## config.mk

```make
export PLATFORM = sky130hd
export DESIGN_NAME = apb_controller_flat
export DESIGN_NICKNAME = d
export VERILOG_FILES = /design/src/rtl/apb_bridge_pkg.sv /design/src/rtl/apb_controller_if.sv /design/src/rtl/apb_controller.sv /design/src/flat_wrapper.sv
export SDC_FILE = /design/constraint.sdc
export NUM_CORES = 1
export LEC_CHECK = 0
export CAP_MARGIN = 20
export CORE_UTILIZATION = 47
export DETAILED_ROUTE_END_ITERATION = 6
export PLACE_DENSITY = 0.84
export SETUP_SLACK_MARGIN = 0.1
export SYNTH_ARGS = -nofsm -noshare
export SYNTH_HDL_FRONTEND = slang
export SYNTH_SLANG_ARGS = --single-unit
```

## constraint.sdc

```tcl
create_clock -name hclk -period 4.65 [get_ports hclk]
set_input_delay 0.93 -clock hclk [delete_from_list [all_inputs] [get_ports hclk]]
set_output_delay 0.93 -clock hclk [all_outputs]
set_load 0.005 [all_outputs]
```

## src/rtl/apb_bridge_pkg.sv

```systemverilog
// Shared definitions for the AHB-to-APB bridge: FSM state encoding,
// default bus widths, slave count and the APB slave base addresses
// (the same map ahb_slave decodes against).
// Optional build macro: APB_PREADY_EN (honour APB pready wait states).
package apb_bridge_pkg;

    localparam int ADDR_W_DEF = 32;
    localparam int DATA_W_DEF = 32;
    localparam int NSLV_DEF   = 3;

    // Slave windows are 64 MiB each, starting at these bases.
    localparam logic [31:0] SLV0_BASE = 32'h8000_0000;
    localparam logic [31:0] SLV1_BASE = 32'h8400_0000;
    localparam logic [31:0] SLV2_BASE = 32'h8800_0000;

    // Six legal encodings; 6 and 7 are unreachable and recover to IDLE.
    typedef enum logic [2:0] {
        ST_IDLE      = 3'd0,
        ST_RD_SETUP  = 3'd1,
        ST_RD_ACCESS = 3'd2,
        ST_WR_WAIT   = 3'd3,
        ST_WR_SETUP  = 3'd4,
        ST_WR_ACCESS = 3'd5
    } state_t;

    // True for the two APB ACCESS states.
    function automatic logic is_access(input state_t s);
        return (s == ST_RD_ACCESS) || (s == ST_WR_ACCESS);
    endfunction

endpackage

```

## src/rtl/apb_controller_if.sv

```systemverilog
// Signal bundle between the AHB-side decode (ahb_slave), the bridge
// sequencer and the APB slaves. The slave modport is the sequencer's view
// (it is the AHB slave of the bridge); master is the environment driving it.
// Optional build macro: APB_PREADY_EN (pready only matters when defined).
interface apb_controller_if
    import apb_bridge_pkg::*;
#(
    parameter int ADDR_W = ADDR_W_DEF,
    parameter int DATA_W = DATA_W_DEF,
    parameter int NSLV   = NSLV_DEF
);
    // AHB side (from ahb_slave / AHB master)
    logic              valid;
    logic              hwrite;
    logic [ADDR_W-1:0] haddr;
    logic [DATA_W-1:0] hwdata;
    logic [NSLV-1:0]   temp_selx;
    logic              hreadyout;
    logic [DATA_W-1:0] hrdata;

    // APB side
    logic [DATA_W-1:0] prdata;
    logic              pready;
    logic [NSLV-1:0]   pselx;
    logic              penable;
    logic              pwrite;
    logic [ADDR_W-1:0] paddr;
    logic [DATA_W-1:0] pwdata;

    modport slave (
        input  valid, hwrite, haddr, hwdata, temp_selx, prdata, pready,
        output pselx, penable, pwrite, paddr, pwdata, hreadyout, hrdata
    );

    modport master (
        output valid, hwrite, haddr, hwdata, temp_selx, prdata, pready,
        input  pselx, penable, pwrite, paddr, pwdata, hreadyout, hrdata
    );

endinterface

```

## src/rtl/apb_controller.sv

```systemverilog
// Sequencing FSM of the AHB-to-APB bridge. Each accepted AHB transfer is
// run as one APB SETUP/ACCESS pair; hreadyout stalls the AHB data phase
// until the ACCESS cycle completes. Writes spend one extra cycle (WR_WAIT)
// because hwdata only arrives in the AHB data phase.
// Optional build macro: APB_PREADY_EN -- when defined, ACCESS waits for
// pready=1; when undefined, pready is ignored and ACCESS lasts one cycle.
module apb_controller
    import apb_bridge_pkg::*;
#(
    parameter int ADDR_W = ADDR_W_DEF,
    parameter int DATA_W = DATA_W_DEF,
    parameter int NSLV   = NSLV_DEF
) (
    input  logic           hclk,
    input  logic           hresetn,
    apb_controller_if.slave bus
);

    state_t            state_q, state_d;
    logic [NSLV-1:0]   pselx_q, pselx_d;
    logic              penable_q, penable_d;
    logic              pwrite_q, pwrite_d;
    logic [ADDR_W-1:0] paddr_q, paddr_d;
    logic [DATA_W-1:0] pwdata_q, pwdata_d;
    // Write address/select captured in the address phase, replayed in WR_SETUP.
    logic [NSLV-1:0]   sel_q, sel_d;
    logic [ADDR_W-1:0] addr_q, addr_d;

    logic hreadyout_c;
    logic accept;
    logic pready_ok;

`ifdef APB_PREADY_EN
    assign pready_ok = bus.pready;
`else
    assign pready_ok = 1'b1;
`endif

    // State and APB output registers, asynchronously cleared.
    always_ff @(posedge hclk or negedge hresetn) begin
        if (!hresetn) begin
            state_q   <= ST_IDLE;
            pselx_q   <= '0;
            penable_q <= 1'b0;
            pwrite_q  <= 1'b0;
            paddr_q   <= '0;
            pwdata_q  <= '0;
            sel_q     <= '0;
            addr_q    <= '0;
        end else begin
            state_q   <= state_d;
            pselx_q   <= pselx_d;
            penable_q <= penable_d;
            pwrite_q  <= pwrite_d;
            paddr_q   <= paddr_d;
            pwdata_q  <= pwdata_d;
            sel_q     <= sel_d;
            addr_q    <= addr_d;
        end
    end

    // Next-state, next APB outputs and hreadyout decode.
    always_comb begin
        state_d     = state_q;
        pselx_d     = pselx_q;
        penable_d   = penable_q;
        pwrite_d    = pwrite_q;
        paddr_d     = paddr_q;
        pwdata_d    = pwdata_q;
        sel_d       = sel_q;
        addr_d      = addr_q;
        hreadyout_c = 1'b0;
        accept      = 1'b0;

        case (state_q)
            ST_IDLE: begin
                hreadyout_c = 1'b1;
                accept      = 1'b1;
            end
            ST_RD_SETUP: begin
                state_d   = ST_RD_ACCESS;
                penable_d = 1'b1;
            end
            ST_WR_WAIT: begin
                // hwdata is valid now (AHB data phase of the write).
                state_d  = ST_WR_SETUP;
                pselx_d  = sel_q;
                paddr_d  = addr_q;
                pwdata_d = bus.hwdata;
                pwrite_d = 1'b1;
            end
            ST_WR_SETUP: begin
                state_d   = ST_WR_ACCESS;
                penable_d = 1'b1;
            end
            ST_RD_ACCESS, ST_WR_ACCESS: begin
                // Not yet complete: hold every APB output, keep the master stalled.
                if (penable_q && pready_ok) begin
                    hreadyout_c = 1'b1;
                    accept      = 1'b1;
                end
            end
            default: begin
                state_d   = ST_IDLE;
                pselx_d   = '0;
                penable_d = 1'b0;
                pwrite_d  = 1'b0;
            end
        endcase

        // Accept point: IDLE or a completing ACCESS, so transfers chain with no gap.
        if (accept) begin
            if (bus.valid && !bus.hwrite) begin
                state_d   = ST_RD_SETUP;
                pselx_d   = bus.temp_selx;
                paddr_d   = bus.haddr;
                pwrite_d  = 1'b0;
                penable_d = 1'b0;
            end else if (bus.valid && bus.hwrite) begin
                state_d   = ST_WR_WAIT;
                sel_d     = bus.temp_selx;
                addr_d    = bus.haddr;
                pselx_d   = '0;
                penable_d = 1'b0;
            end else begin
                state_d   = ST_IDLE;
                pselx_d   = '0;
                penable_d = 1'b0;
            end
        end
    end

    assign bus.pselx     = pselx_q;
    assign bus.penable   = penable_q;
    assign bus.pwrite    = pwrite_q;
    assign bus.paddr     = paddr_q;
    assign bus.pwdata    = pwdata_q;
    assign bus.hreadyout = hreadyout_c;
    assign bus.hrdata    = bus.prdata;

endmodule

```

## src/flat_wrapper.sv

```systemverilog
// flat-port wrapper written by rule: the top's interface ports become plain ports
module apb_controller_flat import apb_bridge_pkg::*;
#(
    parameter int ADDR_W = ADDR_W_DEF,
    parameter int DATA_W = DATA_W_DEF,
    parameter int NSLV   = NSLV_DEF
)
  (hclk, hresetn, bus_valid, bus_hwrite, bus_haddr, bus_hwdata, bus_temp_selx, bus_prdata, bus_pready, bus_pselx, bus_penable, bus_pwrite, bus_paddr, bus_pwdata, bus_hreadyout, bus_hrdata);
  apb_controller_if #(.ADDR_W(ADDR_W), .DATA_W(DATA_W), .NSLV(NSLV)) bus_i ();
  input  logic hclk;
  input  logic hresetn;
  input wire logic [$bits(bus_i.valid)-1:0] bus_valid;
  input wire logic [$bits(bus_i.hwrite)-1:0] bus_hwrite;
  input wire logic [$bits(bus_i.haddr)-1:0] bus_haddr;
  input wire logic [$bits(bus_i.hwdata)-1:0] bus_hwdata;
  input wire logic [$bits(bus_i.temp_selx)-1:0] bus_temp_selx;
  input wire logic [$bits(bus_i.prdata)-1:0] bus_prdata;
  input wire logic [$bits(bus_i.pready)-1:0] bus_pready;
  output wire logic [$bits(bus_i.pselx)-1:0] bus_pselx;
  output wire logic [$bits(bus_i.penable)-1:0] bus_penable;
  output wire logic [$bits(bus_i.pwrite)-1:0] bus_pwrite;
  output wire logic [$bits(bus_i.paddr)-1:0] bus_paddr;
  output wire logic [$bits(bus_i.pwdata)-1:0] bus_pwdata;
  output wire logic [$bits(bus_i.hreadyout)-1:0] bus_hreadyout;
  output wire logic [$bits(bus_i.hrdata)-1:0] bus_hrdata;
  assign bus_i.valid = bus_valid;
  assign bus_i.hwrite = bus_hwrite;
  assign bus_i.haddr = bus_haddr;
  assign bus_i.hwdata = bus_hwdata;
  assign bus_i.temp_selx = bus_temp_selx;
  assign bus_i.prdata = bus_prdata;
  assign bus_i.pready = bus_pready;
  assign bus_pselx = bus_i.pselx;
  assign bus_penable = bus_i.penable;
  assign bus_pwrite = bus_i.pwrite;
  assign bus_paddr = bus_i.paddr;
  assign bus_pwdata = bus_i.pwdata;
  assign bus_hreadyout = bus_i.hreadyout;
  assign bus_hrdata = bus_i.hrdata;
  apb_controller #(.ADDR_W(ADDR_W), .DATA_W(DATA_W), .NSLV(NSLV)) u_core (.hclk(hclk), .hresetn(hresetn), .bus(bus_i));
endmodule
```

======== Yosys cells after proc, flatten, opt, wreduce, memory -nomap -nowiden ========
Index checks and enable logic that the tools add are counted.
storage, ports and cells
  register bits ........................... 107
  bits in latches ......................... 0
  memory bits (writable) .................. 0
  memory bits (read-only) ................. 0
  input port bits ......................... 104
  output and inout bits ................... 102
  logic and storage cells ................. 44
  memories kept ........................... 0
operators by class
  add/sub/neg operators ................... 0
  $mul .................................... 0
  div/mod/pow operators ................... 0
  magnitude comparators ................... 0
  equal/unequal tests ..................... 8
  shifts and indexed selects .............. 0
  multiplexer cells ....................... 17
  bitwise operators ....................... 1
  reductions and logical operators ........ 10
operator list
  cell                  number
  $mux W32              3
  $mux W3               4
  $pmux W3 S4           1
  $eq A3 B2 Y1 const B  2
  $eq A3 B3 Y1 const B  2
  $ne A2 B1 Y1 const B  3
  $pmux W1 S2           3
  $pmux W3 S2           1
  $reduce_or A5 Y1      1
  $mux W1               4
  $reduce_or A2 Y1      2
  $reduce_or A4 Y1      1
  $eq A3 B1 Y1 const B  1
  $logic_not A3 Y1      1
  $reduce_and A3 Y1     1
  $reduce_or A3 Y1      1
  $logic_and A1 B1 Y1   2
  $mux W2               1
  $logic_not A1 Y1      1
  $not A1 Y1            1

======== Longest topological paths before layout ========
Gate-level depths: netlist of the first run.
  depth after elaboration ................. 5
  depth in mapped cells ................... 7
  gate-level depth less buffers ........... 4

======== Least setup slack after synthesis of the first run ========
OpenSTA, ideal clock, no wires.
  path type ............................... input to output
  from .................................... input port bus_prdata[0]
  to ...................................... output port bus_hrdata[0]
  arrival time ............................ 1041 ps
  required time ........................... 3720 ps
  path slack .............................. 2679 ps
  stages .................................. 1
  path through ............................ buf_4
RTL lines
  what             RTL line            source
  start, declared  flat_wrapper.sv:17  input wire logic [$bits(bus_i.prdata)-1:0] bus_prdata;
  end, declared    flat_wrapper.sv:25  output wire logic [$bits(bus_i.hrdata)-1:0] bus_hrdata;
No word-level cell between the ends.

======== Worst setup path after layout of the first run ========
  from .................................... register u_core.state_q[0]
  to ...................................... output port bus_hreadyout
between the ends
  longest elaborated chain between the ends .. 3
  elaborated cells on any way between the ends .. 5
  classes of those cells .................. eq/ne (2); mux (1); reduce/logical (2)
ends and longest elaborated chain
  what                                                 RTL line              source
  start, declared                                      apb_controller.sv:19  state_t state_q, state_d;
  start signal, assigned                               apb_controller.sv:51  state_q <= state_d;
  $eq A3 B2 Y1 / $eq A3 B3 Y1 (equally long branches)  apb_controller.sv:75  case (state_q)
  $reduce_or A2 Y1                                     apb_controller.sv:75
  $pmux W1 S2 *                                        apb_controller.sv:75
  end, declared                                        flat_wrapper.sv:24    output wire logic [$bits(bus_i.hreadyout)-1:0] bus_hreadyout;
Mark *: on every way between the ends. The rest lies on a longest branch, timed or not.

==> results of run 1 <==
[worst max path at each step]
| stage | from | to | slack (ns) | cells after the start |
|---|---|---|---|---|
| finish | u_core.state_q[0]$_DFFE_PN0P_ | bus_hreadyout | 1.81 | 3 |
| global route | u_core.state_q[0]$_DFFE_PN0P_ | bus_hreadyout | 1.70 | 3 |
| CTS | u_core.state_q[0]$_DFFE_PN0P_ | bus_hreadyout | 1.78 | 3 |
| detailed placement | bus_valid | u_core.addr_q[9]$_DFFE_PN0P_ | 1.69 | 4 |
| global placement | bus_valid | u_core.addr_q[8]$_DFFE_PN0P_ | 1.73 | 4 |
| floorplan | bus_prdata[0] | bus_hrdata[0] | 2.68 | 1 |
[per-stage QoR]
stage,util,hold WS (ns)
after CTS,0.623,0.498
after detailed placement,0.601,0.475
after floorplan,-,0.450
after global routing,0.628,0.476
final,0.628,0.477
after global placement,0.601,0.459
[cells in the mapped netlist]
cell type	n
nand3b_1	1
o32ai_4	1
mux2_2	27
nand2_1	6
inv_1	8
clkbuf_1	1
buf_4	34
o31ai_1	2
nor2_1	2
o21ai_0	5
dfrtp_1	107
nand3_1	1
buf_6	5
buf_8	3
nand3b_2	1
nand2b_1	1
buf_2	7
and3_1	2
mux2_4	53
nor2b_4	1
o221ai_1	3
and2_1	1
a21oi_1	5
or4b_1	1
mux2_1	48
mux2i_1	3
[flip-flops by register name, indices dropped and copies added (netlist names)]
| name | cells |
|---|---|
| u_core.addr_q | 32 |
| u_core.bus.paddr | 32 |
| u_core.bus.pwdata | 32 |
| u_core.bus.pselx | 3 |
| u_core.sel_q | 3 |
| u_core.state_q | 3 |
| u_core.bus.penable | 1 |
| u_core.bus.pwrite | 1 |
[power by group]
part | internal, mW | total, mW | switching (mW)
sequential | 1.40 | 1.67 | 0.273
combinational | 1.31 | 1.88 | 0.570
clock | 0.288 | 0.614 | 0.326
[layer usage]
metal  vias to the layer above  GRT usage  routed length (um)
met3                        31     0.0424                 487
li1                       1329          -                   -
met1                      1499      0.228                4060
met5                         -          0                   0
met4                         0     0.0654                 180
met2                        89      0.328                5160
[cells in the final DEF (no fill, tap or decap)]
cell type          n
and3_1             1
bufinv_16          1
and3_2             1
mux2_2            27
nand3b_1           1
mux2_4            53
o32ai_4            1
nand2_1            6
inv_8              1
o221ai_1           3
nand3b_4           1
nand3_1            1
inv_6              2
nand2b_1           1
clkinv_4           1
and2_1             1
o21ai_0            5
clkbuf_8          11
inv_1              8
nor2_1             2
buf_16             2
clkdlybuf4s50_1  139
o31ai_1            2
or4b_1             1
nor2b_4            1
a21oi_1            5
mux2_1            48
dfrtp_1          107
mux2i_1            3
buf_4              5
[cell type report]
cell class,count,area [um^2],area share
clock buffer,11,151,0.0234
clock inverter,5,67.6,0.0104
inverter,8,30.0,0.00463
multi-input combinational,164,1900,0.293
sequential,107,2680,0.413
tap,136,170,0.0262
timing repair buffer,146,1480,0.229
[cell families after synthesis]
| logic type | count (synthesis) | share of synthesized area |
|---|---|---|
| flops | 107 | 0.536 |
| mux | 131 | 0.334 |
| compound gates | 16 | 0.0238 |
| buf+inv | 58 | 0.0852 |
| simple gates | 17 | 0.0205 |
==> metrics.md, run 1 <==
| Metric | Value |
|---|---|
| CP max stage delay | 0.63 ns |
| Dpl cell area | 6210 um^2 |
| Pwr dens | 643 nW/um^2 |
| Count of non-filler cells in the finished layout | 577 |
| Final net count | 540 |
| Crit path buf inv count | 1 |
| Vias/cell | 5.11 |
| Std-Cell Rows | 37 |
| Synth area leader | dfrtp_1 |
| WP data arrival | 1.91 ns |
| Final Hold Vio Count | 0 |
| DIE AREA | 11000 um^2 |
| R2R Path Start | u_core.state_q[0]$_DFFE_PN0P_ |
| Mapped Area | 4990 um^2 |
| DRC | 0 |
| Largest net degree at the start of global routing | 82 |
| Gr usage total | 0.188 |
| Area Growth Syn to Fin | 29.8% |
| TNS Setup | 0 ns |
| Crit path time final | 2.84 ns |
| Critical Path Sink Type | primary output |
| Max cap viols | 0 |
| Die X | 105 um |
| Maximum fanout along the worst path | 12 |
| PortBufs | 140 |
| CTS Sinks | 107 |
| Clock Path Buffers | 2 |
| Filler cells | 767 |
| Pre-CTS setup slack | 1.69 ns |
| CTS resizes | 0 |
| CP Cell Sequence | nand2_1 -> o32ai_4 -> clkdlybuf4s50_1 |
| Skew final | 0.0139 ns |
| CTS tree | built |
| Slew @ Worst Pin | 0.630 ns |
| Post-Layout Inst Area | 6480 um^2 |
| Ant diodes | 0 |
| Post-CTS Setup Inserts | 0 |
| Post-synthesis sequential area ratio | 0.536 |
| Syn Inst Count | 329 |
| Antenna Nets Post-Route | 0 |
| Max frequency | 352 MHz |
| Total power | 4.17 mW |
| Core Area | 10300 um^2 |
| Max VDD drop | 0.287 mV |
| Syn Nets | 433 |
| RSZ-0062 raised after global routing | no |
| Clk slew on worst S/H paths | 0.11 ns |
| DR vias | 2948 |
| Inst Count DP | 559 |
| Number of H-tree levels | 3 |
| Slew HR | 0.580 |
| Slowest cell on crit path | dfrtp_1 |
| Drt total wl | 9880 um |
| Worst skew pair latency | 0.36 ns |
| Root Buffer Master | clkbuf_8 |
| Final-report setup violation count | 0 |
| # IOs | 206 |
| Crit path kind | reg -> out |
| Reg2reg end | u_core.addr_q[17]$_DFFE_PN0P_ |
| Reg2Reg Depth | 5 |
| Die Span Y | 105 um |
| Final WS setup | 1.81 ns |
| Yosys warning count | 0 |
| Initial DRT Pass Iterations | 4 |
| Worst Hold Class | in -> async |
| R2R setup slack | 2.21 ns |
| Starting density of the core | 0.484 |
| Delay-heaviest family, CP | flip-flops |
| Drt initial violations | 65 |
| Library cells used by synthesis | 26 |
| Top cell type's share of synthesized area | 0.536 |
| Status | completed |
| Final GP Congestion | 0.770 |
| Leakage power figure | 2.87 nW |
| Wire per inst | 17.1 um |
| Final worst-path cycle share | 0.612 |
| Largest cells by area after synthesis | dfrtp_1 (54%), mux2_4 (16%), mux2_1 (11%) |
| GRT overflow | 0 |
| First-pass GRT wire length | 16300 um |
| Initial antenna violation count | 0 |
| Critical Path RT | 3.72 ns |
| Vias in the first global route | 3213 |
| Ratio of cells with drive above 1 in the final layout | 0.243 |
| #FFs+latches synth | 107 |
| TritonCTS Buffers | 9 |
| Post-DP HPWL | 6750 um |
| CP Launch Type | flip-flop |
| Synthesized area per cell | 15.2 um^2 |
| Pins Over Slew Limit | 0 |
| Hold buffers post-CTS | 0 |
Power figures use the tool's default switching activity.
==> inputs of run 2 (changes only) <==
--- a/config.mk
+++ b/config.mk
@@ -6,9 +6,9 @@
 export NUM_CORES = 1
 export LEC_CHECK = 0
 export CAP_MARGIN = 20
-export CORE_UTILIZATION = 47
+export CORE_UTILIZATION = 39
 export DETAILED_ROUTE_END_ITERATION = 6
-export PLACE_DENSITY = 0.84
+export PLACE_DENSITY = 0.74
 export SETUP_SLACK_MARGIN = 0.1
 export SYNTH_ARGS = -nofsm -noshare
 export SYNTH_HDL_FRONTEND = slang
==> constraint.sdc (replaced) <==
create_clock -name hclk -period 2.5 [get_ports hclk]
set_input_delay 0.5 -clock hclk [delete_from_list [all_inputs] [get_ports hclk]]
set_output_delay 0.5 -clock hclk [all_outputs]
set_load 0.005 [all_outputs]
==> metrics.md, run 2 (synthesis gave the netlist of run 1 again) <==
| Metric | Value |
|---|---|
| Max cap viols | 0 |
| GRT overflow | 0 |
| Std-Cell Rows | 40 |
| Crit path kind | reg -> out |
| Slew @ Worst Pin | 0.409 ns |
| Max VDD drop | 0.616 mV |
| Status | completed |
| Ratio of cells with drive above 1 in the final layout | 0.243 |
| Worst skew pair latency | 0.34 ns |
| Pwr dens | 1190 nW/um^2 |
| CTS tree | built |
| Final Hold Vio Count | 0 |
| Vias/cell | 4.81 |
| Drt total wl | 9790 um |
| Final-report setup violation count | 0 |
| NetSw | 2.10 mW |
| CP Launch Type | flip-flop |
| Vias in the first global route | 3170 |
| # IOs | 206 |
| Clk slew on worst S/H paths | 0.06 ns |
| Worst-case hold slack | 0.0764 ns |
| Largest net degree at the start of global routing | 69 |
| Register share of total power | 0.398 |
| Crit path time final | 2.30 ns |
| Antenna Nets Post-Route | 0 |
| Post-CTS Setup Inserts | 0 |
| Reg2Reg Depth | 5 |
| Post-DP HPWL | 6660 um |
| Ant diodes | 0 |
| Worst Hold Class | in -> async |
| Critical Path Sink Type | primary output |
| Critical Path RT | 2.00 ns |
| Starting density of the core | 0.407 |
| Initial DRT Pass Iterations | 4 |
| Gr usage total | 0.158 |
| Leakage power figure | 2.87 nW |
| Combinational share of power | 0.444 |
| DIE AREA | 13300 um^2 |
| Hold buffers post-CTS | 0 |
| Commonest non-fill, non-tap cells in the layout | clkdlybuf4s50_1 (139), dfrtp_1 (104), mux2_4 (53) |
| Final net count | 541 |
| DR vias | 2913 |
| PortBufs | 140 |
| Slew HR | 0.725 |
| Wire per inst | 16.2 um |
| Die X | 115 um |
| CTS Sinks | 107 |
| First-pass GRT wire length | 15800 um |
| Area Growth Syn to Fin | 31.3% |
| Initial antenna violation count | 0 |
| Slowest cell on crit path | clkdlybuf4s50_1 |
| Pins Over Slew Limit | 0 |
| R2R setup slack | 0.59 ns |
| Final worst-path cycle share | 0.919 |
| Skew final | 0.00334 ns |
| TNS Setup | 0 ns |
| Clk pwr share | 0.158 |
| Clock Path Buffers | 2 |
| Root Buffer Master | clkbuf_16 |
| Core Area | 12300 um^2 |
| Max frequency | 435 MHz |
| Number of H-tree levels | 3 |
| Drt initial violations | 112 |
| CP max stage delay | 0.56 ns |
| Final GP Congestion | 0.708 |
| TritonCTS Buffers | 9 |
| Delay-heaviest family, CP | buffers and inverters |
| WP data arrival | 1.80 ns |
| Die Span Y | 115 um |
| Inst Count DP | 594 |
| Commonest non-fill, non-tap cell in the layout | clkdlybuf4s50_1 |
| Sw frac | 0.268 |
| DRC | 0 |
| Count of non-filler cells in the finished layout | 605 |
| Reg2reg end | u_core.addr_q[22]$_DFFE_PN0P_ |
| R2R Path Start | u_core.state_q[1]$_DFFE_PN0P_ |
| Cell Int Power | 5.73 mW |
| Maximum fanout along the worst path | 9 |
| Crit path buf inv count | 1 |
| CP Cell Sequence | nor2b_4 -> o32ai_4 -> clkdlybuf4s50_1 |
| RSZ-0062 raised after global routing | no |
-- run 2: cell count changes in the layout (fill, tap and decap cells not counted), sizes merged --
cell,before,now
buf,7,8
clkbuf,11,10
inv,11,8
bufinv,1,0
-- run 2: metal layers --
layer | part of all wire | up-vias | track usage
met3 | 0.061 | 25 | 0.0548
li1 | - | 1319 | -
met2 | 0.49 | 94 | 0.257
met5 | 0 | - | 0
met4 | 0.019 | 0 | 0.0649
met1 | 0.43 | 1475 | 0.191
-- run 2: worst max path at each step --
stage / from / to / slack, ns / cells after the start
floorplan: u_core.state_q[1]$_DFFE_PN0P_ / u_core.addr_q[0]$_DFFE_PN0P_ / 0.75 / 7
global placement: bus_valid / u_core.addr_q[22]$_DFFE_PN0P_ / 0.46 / 4
detailed placement: bus_valid / u_core.addr_q[22]$_DFFE_PN0P_ / 0.42 / 4
CTS: u_core.state_q[2]$_DFFE_PN0P_ / bus_hreadyout / 0.11 / 3
global route: u_core.state_q[1]$_DFFE_PN0P_ / bus_hreadyout / 0.14 / 3
finish: u_core.state_q[1]$_DFFE_PN0P_ / bus_hreadyout / 0.20 / 3
-- run 2: timing repair --
action | CTS | global route
gates resized for setup | 1 | 2
pin swaps | 0 | 0
endpoints found under the setup margin | 1 | 1
-- run 2: power groups by stage --
stage	registers, mW	clock network (mW)	logic [mW]
3_3_place_gp	3.09	0	3.44
6_report	3.12	1.24	3.48
2_1_floorplan	3.06	0	2.02
4_1_cts	3.12	1.30	3.54
3_5_place_dp	3.14	0	3.53
5_1_grt	3.23	1.36	3.77
-- run 2: through the flow --
stage,utilization,setup slack [ns],cell area (um^2),total power [mW]
finish,0.535,0.202,6560,7.83
global placement,0.514,0.459,6310,6.53
global route,0.535,0.139,6560,8.36
floorplan,-,0.748,4990,5.09
CTS,0.534,0.112,6550,7.96
detailed placement,0.514,0.419,6310,6.67
-- run 2: layout make-up --
| class | instances | area (um^2) |
|---|---|---|
| Sequential cell | 107 | 2680 |
| Fill cell | 1025 | 5710 |
| Tap cell | 168 | 210 |
| Inverter | 8 | 30.0 |
| Clock buffer | 10 | 239 |
| Timing Repair Buffer | 147 | 1490 |
| Clock inverter | 1 | 5.00 |
| Multi-Input combinational cell | 164 | 1900 |
